[config.mk]
export PLATFORM = sky130hd
export DESIGN_NAME = seq_reader_8x4
export DESIGN_NICKNAME = d
export VERILOG_FILES = /design/src/rtl/seq_reader_8x4.sv
export SDC_FILE = /design/constraint.sdc
export NUM_CORES = 1
export LEC_CHECK = 0
export ABC_AREA = 0
export CAP_MARGIN = 20
export CORE_ASPECT_RATIO = 0.5
export CORE_MARGIN = 2
export CORE_UTILIZATION = 57
export DETAILED_ROUTE_END_ITERATION = 10
export GPL_ROUTABILITY_DRIVEN = 0
export HOLD_SLACK_MARGIN = 0.02
export PLACE_DENSITY_LB_ADDON = 0.3
export SLEW_MARGIN = 5
export SYNTH_ARGS = -nofsm -noshare
export SYNTH_HDL_FRONTEND = slang
export SYNTH_SLANG_ARGS = --single-unit
[constraint.sdc]
create_clock -name clock -period 3.3 [get_ports clock]
set_input_delay 0.33 -clock clock [delete_from_list [all_inputs] [get_ports clock]]
set_output_delay 0.33 -clock clock [all_outputs]
set_load 0.01 [all_outputs]
[src/rtl/seq_reader_8x4.sv]
// seq_reader_8x4: circular 4-bit sequence store with valid/ready replay.
// Define SEQ_READER_CLEAR_ON_READ_EN to make a completed replay destructive.
module seq_reader_8x4 #(
  parameter int DEPTH = 8
) (
  input  logic       clock,
  input  logic       reset_n,
  input  logic       push,
  input  logic [3:0] push_data,
  input  logic       start,
  output logic       out_valid,
  input  logic       out_ready,
  output logic [3:0] out_data,
  output logic [3:0] count,
  output logic       full,
  output logic       empty,
  output logic       busy,
  output logic       done,
  output logic       overflow
);

  localparam int AW = $clog2(DEPTH);
  localparam logic [3:0] FULL_CNT = 4'(DEPTH);

  typedef enum logic [1:0] {
    IDLE = 2'd0,
    READ = 2'd1,
    DONE = 2'd2
  } state_t;

  state_t state, state_next;

  logic [3:0]    mem [DEPTH];
  logic [AW-1:0] wr_ptr;
  logic [AW-1:0] rd_idx;
  logic [3:0]    sent;

  logic          push_ok;
  logic          start_ok;
  logic          xfer;
  logic          last;
  logic [3:0]    cnt_p;
  logic [AW-1:0] wptr_p;

  always_comb begin
    push_ok  = 1'b0;
    start_ok = 1'b0;
    xfer     = 1'b0;
    last     = 1'b0;
    cnt_p    = count;
    wptr_p   = wr_ptr;
    if (state == IDLE) begin
      push_ok  = push;
      start_ok = start;
    end
    if (push_ok) begin
      wptr_p = wr_ptr + AW'(1);
      if (count != FULL_CNT)
        cnt_p = count + 4'd1;
    end
    if (state == READ) begin
      xfer = out_ready;
      last = out_ready && ((sent + 4'd1) == count);
    end
  end

  always_ff @(posedge clock or negedge reset_n) begin
    if (!reset_n)
      state <= IDLE;
    else
      state <= state_next;
  end

  always_comb begin
    state_next = state;
    unique case (state)
      IDLE: begin
        if (start_ok)
          state_next = (cnt_p != 4'd0) ? READ : DONE;
      end
      READ: begin
        if (last)
          state_next = DONE;
      end
      DONE: state_next = IDLE;
      default: state_next = IDLE;
    endcase
  end

  always_comb begin
    out_valid = (state == READ);
    busy      = (state == READ);
    done      = (state == DONE);
    out_data  = out_valid ? mem[rd_idx] : 4'd0;
    full      = (count == FULL_CNT);
    empty     = (count == 4'd0);
  end

  // Start may share a cycle with a push; the replay origin uses post-push state.
  always_ff @(posedge clock or negedge reset_n) begin
    if (!reset_n) begin
      for (int i = 0; i < DEPTH; i++)
        mem[i] <= 4'd0;
      wr_ptr   <= '0;
      rd_idx   <= '0;
      sent     <= 4'd0;
      count    <= 4'd0;
      overflow <= 1'b0;
    end else begin
      if (push_ok) begin
        mem[wr_ptr] <= push_data;
        wr_ptr      <= wptr_p;
        count       <= cnt_p;
        if (count == FULL_CNT)
          overflow <= 1'b1;
      end
      if (start_ok) begin
        rd_idx <= wptr_p - cnt_p[AW-1:0];
        sent   <= 4'd0;
      end
      if (xfer) begin
        rd_idx <= rd_idx + AW'(1);
        sent   <= sent + 4'd1;
      end
`ifdef SEQ_READER_CLEAR_ON_READ_EN
      if (state_next == DONE && state != DONE) begin
        count    <= 4'd0;
        overflow <= 1'b0;
      end
`endif
    end
  end

endmodule
; After elaboration in Yosys (flattened, before gate mapping)
; Cells that the tools add are included.
[totals]
reg_bits = 49
output_inout_bits = 14
[classes]
add_sub_neg = 5
order_cmp = 3
eq_ne = 7
mux = 22
bitwise_logic = 2
reduce_logical = 8
[op_table]
columns = cell, count
row1 = $bwmux W32, 1
row2 = $mux W4, 8
row3 = $bmux W4 S3, 1
row4 = $demux W4 S3, 1
row5 = $mux W3, 3
row6 = $add A4 B1 Y4 const B, 2
row7 = $ge A4 B4 Y1 const B, 2
row8 = $not A3 Y4, 2
row9 = $add A3 B1 Y3 const B, 2
row10 = $mux W2, 3
row11 = $eq A4 B4 Y1, 1
row12 = $eq A4 B4 Y1 const B, 1
row13 = $logic_not A4 Y1, 1
row14 = $lt A4 B1 Y1 const B, 1
row15 = $mux W1, 4
row16 = $ne A4 B4 Y1 const B, 1
row17 = $pmux W2 S2, 1
row18 = $reduce_and A2 Y1, 2
row19 = $reduce_bool A4 Y1, 1
row20 = $sub A3 B3 Y3, 1
row21 = $eq A2 B1 Y1 const B, 1
row22 = $eq A2 B2 Y1 const B, 1
row23 = $logic_and A1 B1 Y1, 2
row24 = $logic_not A2 Y1, 1
row25 = other kinds (3), 3

; Longest topological paths before layout
; Gate-level depths: netlist of the first run.
[logic_depth]
word_depth = 7
depth_mapped = 12

; Worst setup path after synthesis of the first run
; No wires, ideal clock.
[synth_path]
kind = reg-to-reg
startpoint = register count[0]
endpoint = register rd_idx[2]
setup_time_ps = 141
arrival_time_ps = 2293
required_ps = 3159
slack_ps = 865
stages_incl_launch_ff = 13
path_cell_list = dfrtp_1 -> inv_1 -> ha_1 -> nand3b_1 -> nand2_1 -> xnor2_1 -> ha_1 -> inv_1 -> fa_1 -> xnor2_1 -> xnor2_1 -> xor2_1 -> o221ai_1
[synth_via]
elab_chain_len = 6
word_cells_on_any_way = 7
classes_between = 2 x add/sub / 1 x eq/ne / 4 x mux
[synth_rtl]
columns = item, line
row1 = "start, declared", 14  ; output logic [3:0] count,
row2 = "start signal, assigned", 113  ; count <= cnt_p;
row3 = $add A4 B1 Y4 or $ne A4 B4 Y1 (tied branches), "59, 58"
row4 = $mux W4, 58  ; if (count != FULL_CNT)
row5 = $mux W4 (*), 56  ; if (push_ok) begin
row6 = named net cnt_p[0], 42  ; logic [3:0] cnt_p;
row7 = $sub A3 B3 Y3 (*), 118  ; rd_idx <= wptr_p - cnt_p[AW-1:0];
row8 = $mux W3 (*), 117  ; if (start_ok) begin
row9 = $mux W3 (*), 121  ; if (xfer) begin
row10 = "end signal, assigned", 118
row11 = "end signal, assigned", 122  ; rd_idx <= rd_idx + AW'(1);
row12 = "end, declared", 35  ; logic [AW-1:0] rd_idx;
; Mark *: on every way through the listed nets, which the timed path passes. The rest lies on a longest branch. The select of a mux whose other input is x is not followed.
; A chain may end at the register's enable or synchronous reset.

; Worst setup path after layout of the first run
[layout_path]
startpoint = register rd_idx[0]
endpoint = output out_data[0]
[layout_via]
elab_chain_len = 5
[layout_rtl]
columns = item, line
row1 = $not A3 Y4 (implied by the code), 94  ; out_data = out_valid ? mem[rd_idx] : 4'd0;
row2 = $bmux W4 S3, 94
row3 = $mux W4 (implied by the code) (2 in series), 94
row4 = $mux W4, 94
row5 = "end, declared", 13  ; output logic [3:0] out_data,
; No other way between the ends. The select of a mux whose other input is x is not followed.

==> results.py, run 1 <==
metrics = {
    "logic_synthesis": {
        "synthesis.area_um2": 2560,
        "synth_top_area_cell": "dfrtp_1",
        "postSynthCellCount": 203,
        "synth-seq-cells": 49,
        "yosysTopAreaCellShare": 0.479,
        "synth-edff-count": 0,
        "yosysMostFrequentCell": "dfrtp_1",
        "synth_area_leaders": "dfrtp_1 48%, mux2_2 15%, mux4_2 7.0%",
        "ys_seq_area_frac": 0.479,
        "synth_common_cells": "49 x dfrtp_1, 33 x mux2_2, 13 x nand2_1",
        "synth_nets": 219,
        "synth_cell_types": 43,
        "synthArstFlopShare": 1.00,
        "ys.flop_type": "dfrtp_1",
        "yosys_warnings": 0,
        "syn_area_per_cell_um2": 12.6,
    },
    "setup_path": {
        "cp.arrival_ns": 2.35,
        "endpoint_kind": "output port",
        "crit_path_max_fanout": 11,
        "worstSetupStartpoint": "rd_idx[0]$_DFFE_PN0P_",
        "reg2reg_from": "count[0]$_DFFE_PN0P_",
        "crit_type": "reg2out",
        "crit_chain": "mux4_2 > mux2i_1 > nor2_1 > clkdlybuf4s50_1",
        "critPathLaunchType": "flip-flop",
        "r2r-end": "rd_idx[2]$_DFFE_PN0P_",
        "ff2ff_setup_slack_ns": 0.68,
        "reg2reg_depth": 12,
        "crit_slowest_cell": "dfrtp_1",
        "required_ns": 2.97,
        "cp_slowest_stage_delay_ns": 0.75,
    },
    "timing": {
        "fin_ws_ns": 0.616,
        "post-route-period-util": 0.813,
        "slew_violations": 0,
        "fin_crit_ns": 2.68,
        "finalClockSkew_ns": 0.00380,
        "final_hold_viol_count": 0,
        "worst_slew_pin_slew_ns": 0.630,
        "tns_ns": 0,
        "setup_viol": 0,
        "rsz0062_at_grt": "no",
        "max_freq_mhz": 373,
        "slew_headroom": 0.580,
    },
    "clock_tree": {
        "clkTransAtPathRegs_ns": 0.09,
        "cts_buffer_depth": 2,
        "post_cts_buffers": 0,
        "post_cts_resized": 0,
        "clock_latency_ns": 0.30,
        "clockRootBuffer": "clkbuf_8",
        "cts_hold_buffers": 0,
        "htreeDepth": 2,
        "numClockSinks": 49,
        "numCtsBuffers": 5,
        "cts_tree": "built",
    },
    "global_route": {
        "overflow": 0,
        "grt_antenna_before_repair": 0,
        "grtUsageTotal": 0.219,
        "grt_pass1_wl_um": 8290,
        "grt_start_max_net_pins": 50,
        "grt_pass1_vias": 1692,
    },
    "power": {
        "leakagePower_nw": 1.29,
        "p_comb_frac": 0.457,
        "internal_power_mw": 1.91,
        "power_density_nw_per_um2": 1010,
        "swShare": 0.359,
        "netSwitchingPower_mw": 1.07,
        "power_frac_seq": 0.395,
        "ir_worst_vdd_uv": 426,
        "clkPwrFrac": 0.149,
    },
    "placement": {
        "place_ws_ns": 0.380,
        "dp_hpwl_um": 3460,
        "place_area_um2": 2790,
        "place_inst": 273,
        "io_buffers": 22,
    },
    "routing": {
        "first_pass_iters": 4,
        "drt-initial-drc-count": 73,
        "routedWlPerCell_um": 17.5,
        "viasPerCell": 5.80,
        "num_vias": 1640,
        "routed_wl_um": 4970,
        "antenna_left": 0,
        "drc_errors": 0,
    },
    "finish": {
        "multi_input_area_um2": 1240,
        "seq_area_um2": 1230,
        "drive_gt1_frac": 0.257,
        "layoutNonFillerInstCount": 283,
        "fin_area_um2": 2940,
        "nets": 241,
        "n_antenna_cell": 0,
        "syn_to_final_growth_pct": 14.9,
        "num-fill-cells": 317,
    },
    "run_status": {
        "outcome": "finished clean",
    },
    "die": {
        "die_area_um2": 5080,
        "die_x_um": 98.8,
        "coreArea_um2": 4360,
        "start_util": 0.588,
        "ioPinCount": 23,
        "num_rows": 17,
        "die_h_um": 51.4,
    },
    "worst_hold_path": {
        "hold_class": "in2async",
    },
    "run": {
        "cap_violations": 0,
    },
}
==> metrics by stage <==
step	power (mW)	hold WS (ns)	utilization
2_1_floorplan	2.13	0.0344	-
3_3_place_gp	2.48	0.469	0.641
3_5_place_dp	2.56	0.467	0.641
4_1_cts	3.01	0.264	0.668
5_1_grt	3.22	0.473	0.675
6_report	2.99	0.452	0.675
==> per-layer routing <==
metal / vias to the layer above / part of all wire / GRT usage
li1: 762 / - / -
met1: 841 / 0.46 / 0.294
met2: 33 / 0.50 / 0.370
met3: 4 / 0.037 / 0.0465
met4: 0 / 0.0095 / 0.0548
met5: - / 0 / 0
==> cells in the final DEF (no fill, tap or decap), types with 6 or more instances in the layout <==
cell | netlist | layout
inv_1 | 8 | 8
clkbuf_8 | 0 | 6
xnor2_1 | 11 | 11
dfrtp_1 | 49 | 49
clkdlybuf4s50_1 | 0 | 21
mux2i_1 | 6 | 6
ha_1 | 6 | 6
mux4_2 | 8 | 8
nand2_1 | 13 | 13
nor2_1 | 11 | 11
mux2_2 | 33 | 33
==> power by group through the flow <==
| stage | clock network, mW | logic (mW) | registers, mW |
|---|---|---|---|
| 2_1_floorplan | 0 | 1.09 | 1.03 |
| 3_3_place_gp | 0 | 1.32 | 1.16 |
| 3_5_place_dp | 0 | 1.37 | 1.19 |
| 4_1_cts | 0.453 | 1.38 | 1.18 |
| 5_1_grt | 0.470 | 1.52 | 1.23 |
| 6_report | 0.444 | 1.37 | 1.18 |
==> critical path: cells and delay by family (launching register included) <==
kind                   cells  cell delay, ns
DFF                        1            0.75
muxes                      2            0.72
buffers and inverters      1            0.50
and+or+nand+nor            1            0.08
==> final cells by class <==
| cell class | count | area share |
|---|---|---|
| clock buffer | 6 | 0.0280 |
| clock inverter | 2 | 0.0127 |
| inverter | 8 | 0.0102 |
| multi-input combinational | 136 | 0.422 |
| sequential | 49 | 0.416 |
| tap | 57 | 0.0242 |
| timing repair buffer | 25 | 0.0858 |
==> worst max-delay path by stage <==
stage                                 end  slack (ns)
floorplan           rd_idx[2]$_DFFE_PN0P_        0.87
global placement    rd_idx[2]$_DFFE_PN0P_        0.46
detailed placement  rd_idx[2]$_DFFE_PN0P_        0.38
CTS                           out_data[0]        0.57
global route                  out_data[0]        0.42
finish                        out_data[0]        0.62
==> state kept, by name, summed over array words and instances, names as in the netlist <==
register  flops
count         4
mem          32
overflow      1
rd_idx        3
sent          4
state         2
wr_ptr        3
==> kinds of logic (layout without fill, tap and decap cells) <==
logic type      after synthesis  after routing  synth area share
flops                        49             49             0.479
buf+inv                      18             41            0.0361
xor+xnor                     16             16            0.0547
compound gates               17             17            0.0449
simple gates                 49             49             0.110
fa+ha+maj                     7              7            0.0371
mux                          47             47             0.239
No activity file was read; power rests on OpenSTA's default activity.
==> run 2: changes to the inputs <==
Clock period 3.3 ns to 2.55 ns, I/O delays scaled along.
==> run 2 against run 1 <==
Net effect: core utilization up 1.8 points; global-route usage up 0.21 points; critical endpoint is now rd_idx[2]$_DFFE_PN0P_; final area up 2.6%; routed wire length up 3.7%; first-iteration DRC count up 49%; power up 33%; clock-buffer cell count unchanged; sequential power up 19%; cell count up 4.6%; worst hold slack worse by 0.017 ns; setup slack worse by 0.52 ns; non-clock buffer count up 13.
==> results.py, run 2 (same netlist as run 1, synthesis figures left out) <==
metrics = {
    "clock_tree": {
        "numCtsBuffers": 5,
        "cts_tree": "built",
        "clkTransAtPathRegs_ns": 0.09,
        "cts_buffer_depth": 2,
        "htreeDepth": 2,
        "clock_latency_ns": 0.30,
        "clockRootBuffer": "clkbuf_8",
        "numClockSinks": 49,
    },
    "finish": {
        "layout_common_cells": "48 x dfrtp_1, 33 x mux2_2, 21 x clkdlybuf4s50_1, 15 x buf_4, 13 x nand2_1",
        "largest_reg_flops": 32,
        "final_common_cell": "dfrtp_1",
        "reg_top3": "mem: 32 flops, count: 4 flops, sent: 4 flops",
        "nets": 254,
        "top_register": "mem",
        "drive_gt1_frac": 0.318,
        "n_antenna_cell": 0,
        "syn_to_final_growth_pct": 17.9,
    },
    "routing": {
        "antenna_left": 0,
        "first_pass_iters": 4,
        "viasPerCell": 5.69,
        "num_vias": 1683,
        "drc_errors": 0,
        "routedWlPerCell_um": 17.4,
        "routed_wl_um": 5150,
        "drt-initial-drc-count": 109,
    },
    "worst_hold_path": {
        "hold_class": "in2async",
    },
    "global_route": {
        "grtUsageTotal": 0.221,
        "grt_pass1_wl_um": 8340,
        "grt_pass1_vias": 1688,
        "grt_antenna_before_repair": 0,
        "grt_start_max_net_pins": 31,
        "overflow": 0,
    },
    "power": {
        "clkPwrFrac": 0.118,
        "power_frac_seq": 0.353,
        "swShare": 0.364,
        "netSwitchingPower_mw": 1.45,
        "finalPower_mw": 3.97,
        "power_density_nw_per_um2": 1320,
        "ir_worst_vdd_uv": 499,
        "p_comb_frac": 0.528,
        "internal_power_mw": 2.53,
        "leakagePower_nw": 1.35,
    },
    "setup_path": {
        "crit_slowest_cell": "dfrtp_1",
        "ff2ff_setup_slack_ns": 0.09,
        "reg2reg_from": "count[0]$_DFFE_PN0P_",
        "cp_top_family": "adder cells",
        "reg2reg_depth": 12,
        "crit_cells": 12,
        "crit_path_max_fanout": 3,
        "critPathLaunchType": "flip-flop",
        "required_ns": 2.72,
        "crit_chain": "inv_1 > ha_2 > nand3b_1 > nand2_1 > xnor2_1 > ha_1 > inv_1 > fa_2 > xnor2_2 > xnor2_1 > xor2_1 > o221ai_1",
        "cp.arrival_ns": 2.62,
        "critical_path_buf_inv_count": 2,
        "crit_type": "reg2reg",
        "endpoint_kind": "flip-flop",
        "r2r-end": "rd_idx[2]$_DFFE_PN0P_",
        "cp_slowest_stage_delay_ns": 0.39,
    },
    "timing": {
        "slew_violations": 0,
        "fin_crit_ns": 2.46,
        "tns_ns": 0,
        "post-route-period-util": 0.963,
        "final_hold_viol_count": 0,
        "max_freq_mhz": 407,
        "setup_viol": 0,
        "slew_headroom": 0.689,
        "finalClockSkew_ns": 0.00426,
        "worst_slew_pin_slew_ns": 0.467,
    },
    "placement": {
        "dp_hpwl_um": 3580,
        "io_buffers": 22,
    },
    "die": {
        "die_area_um2": 5080,
        "die_h_um": 51.4,
        "die_x_um": 98.8,
        "coreArea_um2": 4360,
        "start_util": 0.588,
        "num_rows": 17,
        "ioPinCount": 23,
    },
    "run_status": {
        "outcome": "finished clean",
    },
    "run": {
        "cap_violations": 0,
    },
}
-- run 2: per-layer routing --
layer  GRT usage  routed length, um  vias up
met1       0.296               2360      851
met5           0                  0        -
met4      0.0639                 45        0
met3      0.0506                203        5
met2       0.367               2540       34
li1            -                  -      793
-- run 2: how the worst max path moves through the flow --
stage                                     from               endpoint
final                     count[0]$_DFFE_PN0P_  rd_idx[2]$_DFFE_PN0P_
after global placement                    push  rd_idx[2]$_DFFE_PN0P_
after global routing      count[0]$_DFFE_PN0P_  rd_idx[2]$_DFFE_PN0P_
after detailed placement                  push  rd_idx[2]$_DFFE_PN0P_
after floorplan           count[0]$_DFFE_PN0P_  rd_idx[2]$_DFFE_PN0P_
after CTS                 state[1]$_DFFE_PN0P_  rd_idx[2]$_DFFE_PN0P_
-- run 2: repair_timing --
item | in CTS | in global routing
endpoints found under the hold margin | 19 | 0
hold buffers | 1 | 0
gates resized for setup | 0 | 5
setup buffers | 0 | 4
endpoints found under the setup margin | 0 | 1
-- run 2: layout make-up --
class / instances / area (um2)
Clock buffer: 6 / 82.6
Tap cell: 57 / 71.3
Multi-Input combinational cell: 136 / 1260
Timing Repair Buffer: 38 / 338
Sequential cell: 49 / 1230
Fill cell: 311 / 1340
Clock inverter: 2 / 13.8
Inverter: 8 / 30.0
-- run 2: metrics by stage --
step | std cells | cell area, um2 | hold slack, ns | setup WS, ns | utilization
4_1_cts | 292 | 2980 | 0.452 | 0.0749 | 0.682
6_report | 296 | 3020 | 0.435 | 0.0944 | 0.693
5_1_grt | 296 | 3020 | 0.464 | -0.0867 | 0.693
2_1_floorplan | 203 | 2560 | -0.0406 | 0.115 | -
3_5_place_dp | 283 | 2870 | 0.227 | -0.210 | 0.658
3_3_place_gp | 283 | 2870 | 0.221 | -0.106 | 0.658
-- run 2: power groups by stage --
stage / Sequential (mW) / Clock [mW] / Combinational, mW
final: 1.40 / 0.470 / 2.10
after CTS: 1.39 / 0.485 / 2.02
after global placement: 1.38 / 0 / 1.93
after global routing: 1.44 / 0.516 / 2.31
after floorplan: 1.34 / 0 / 1.42
after detailed placement: 1.41 / 0 / 2.01
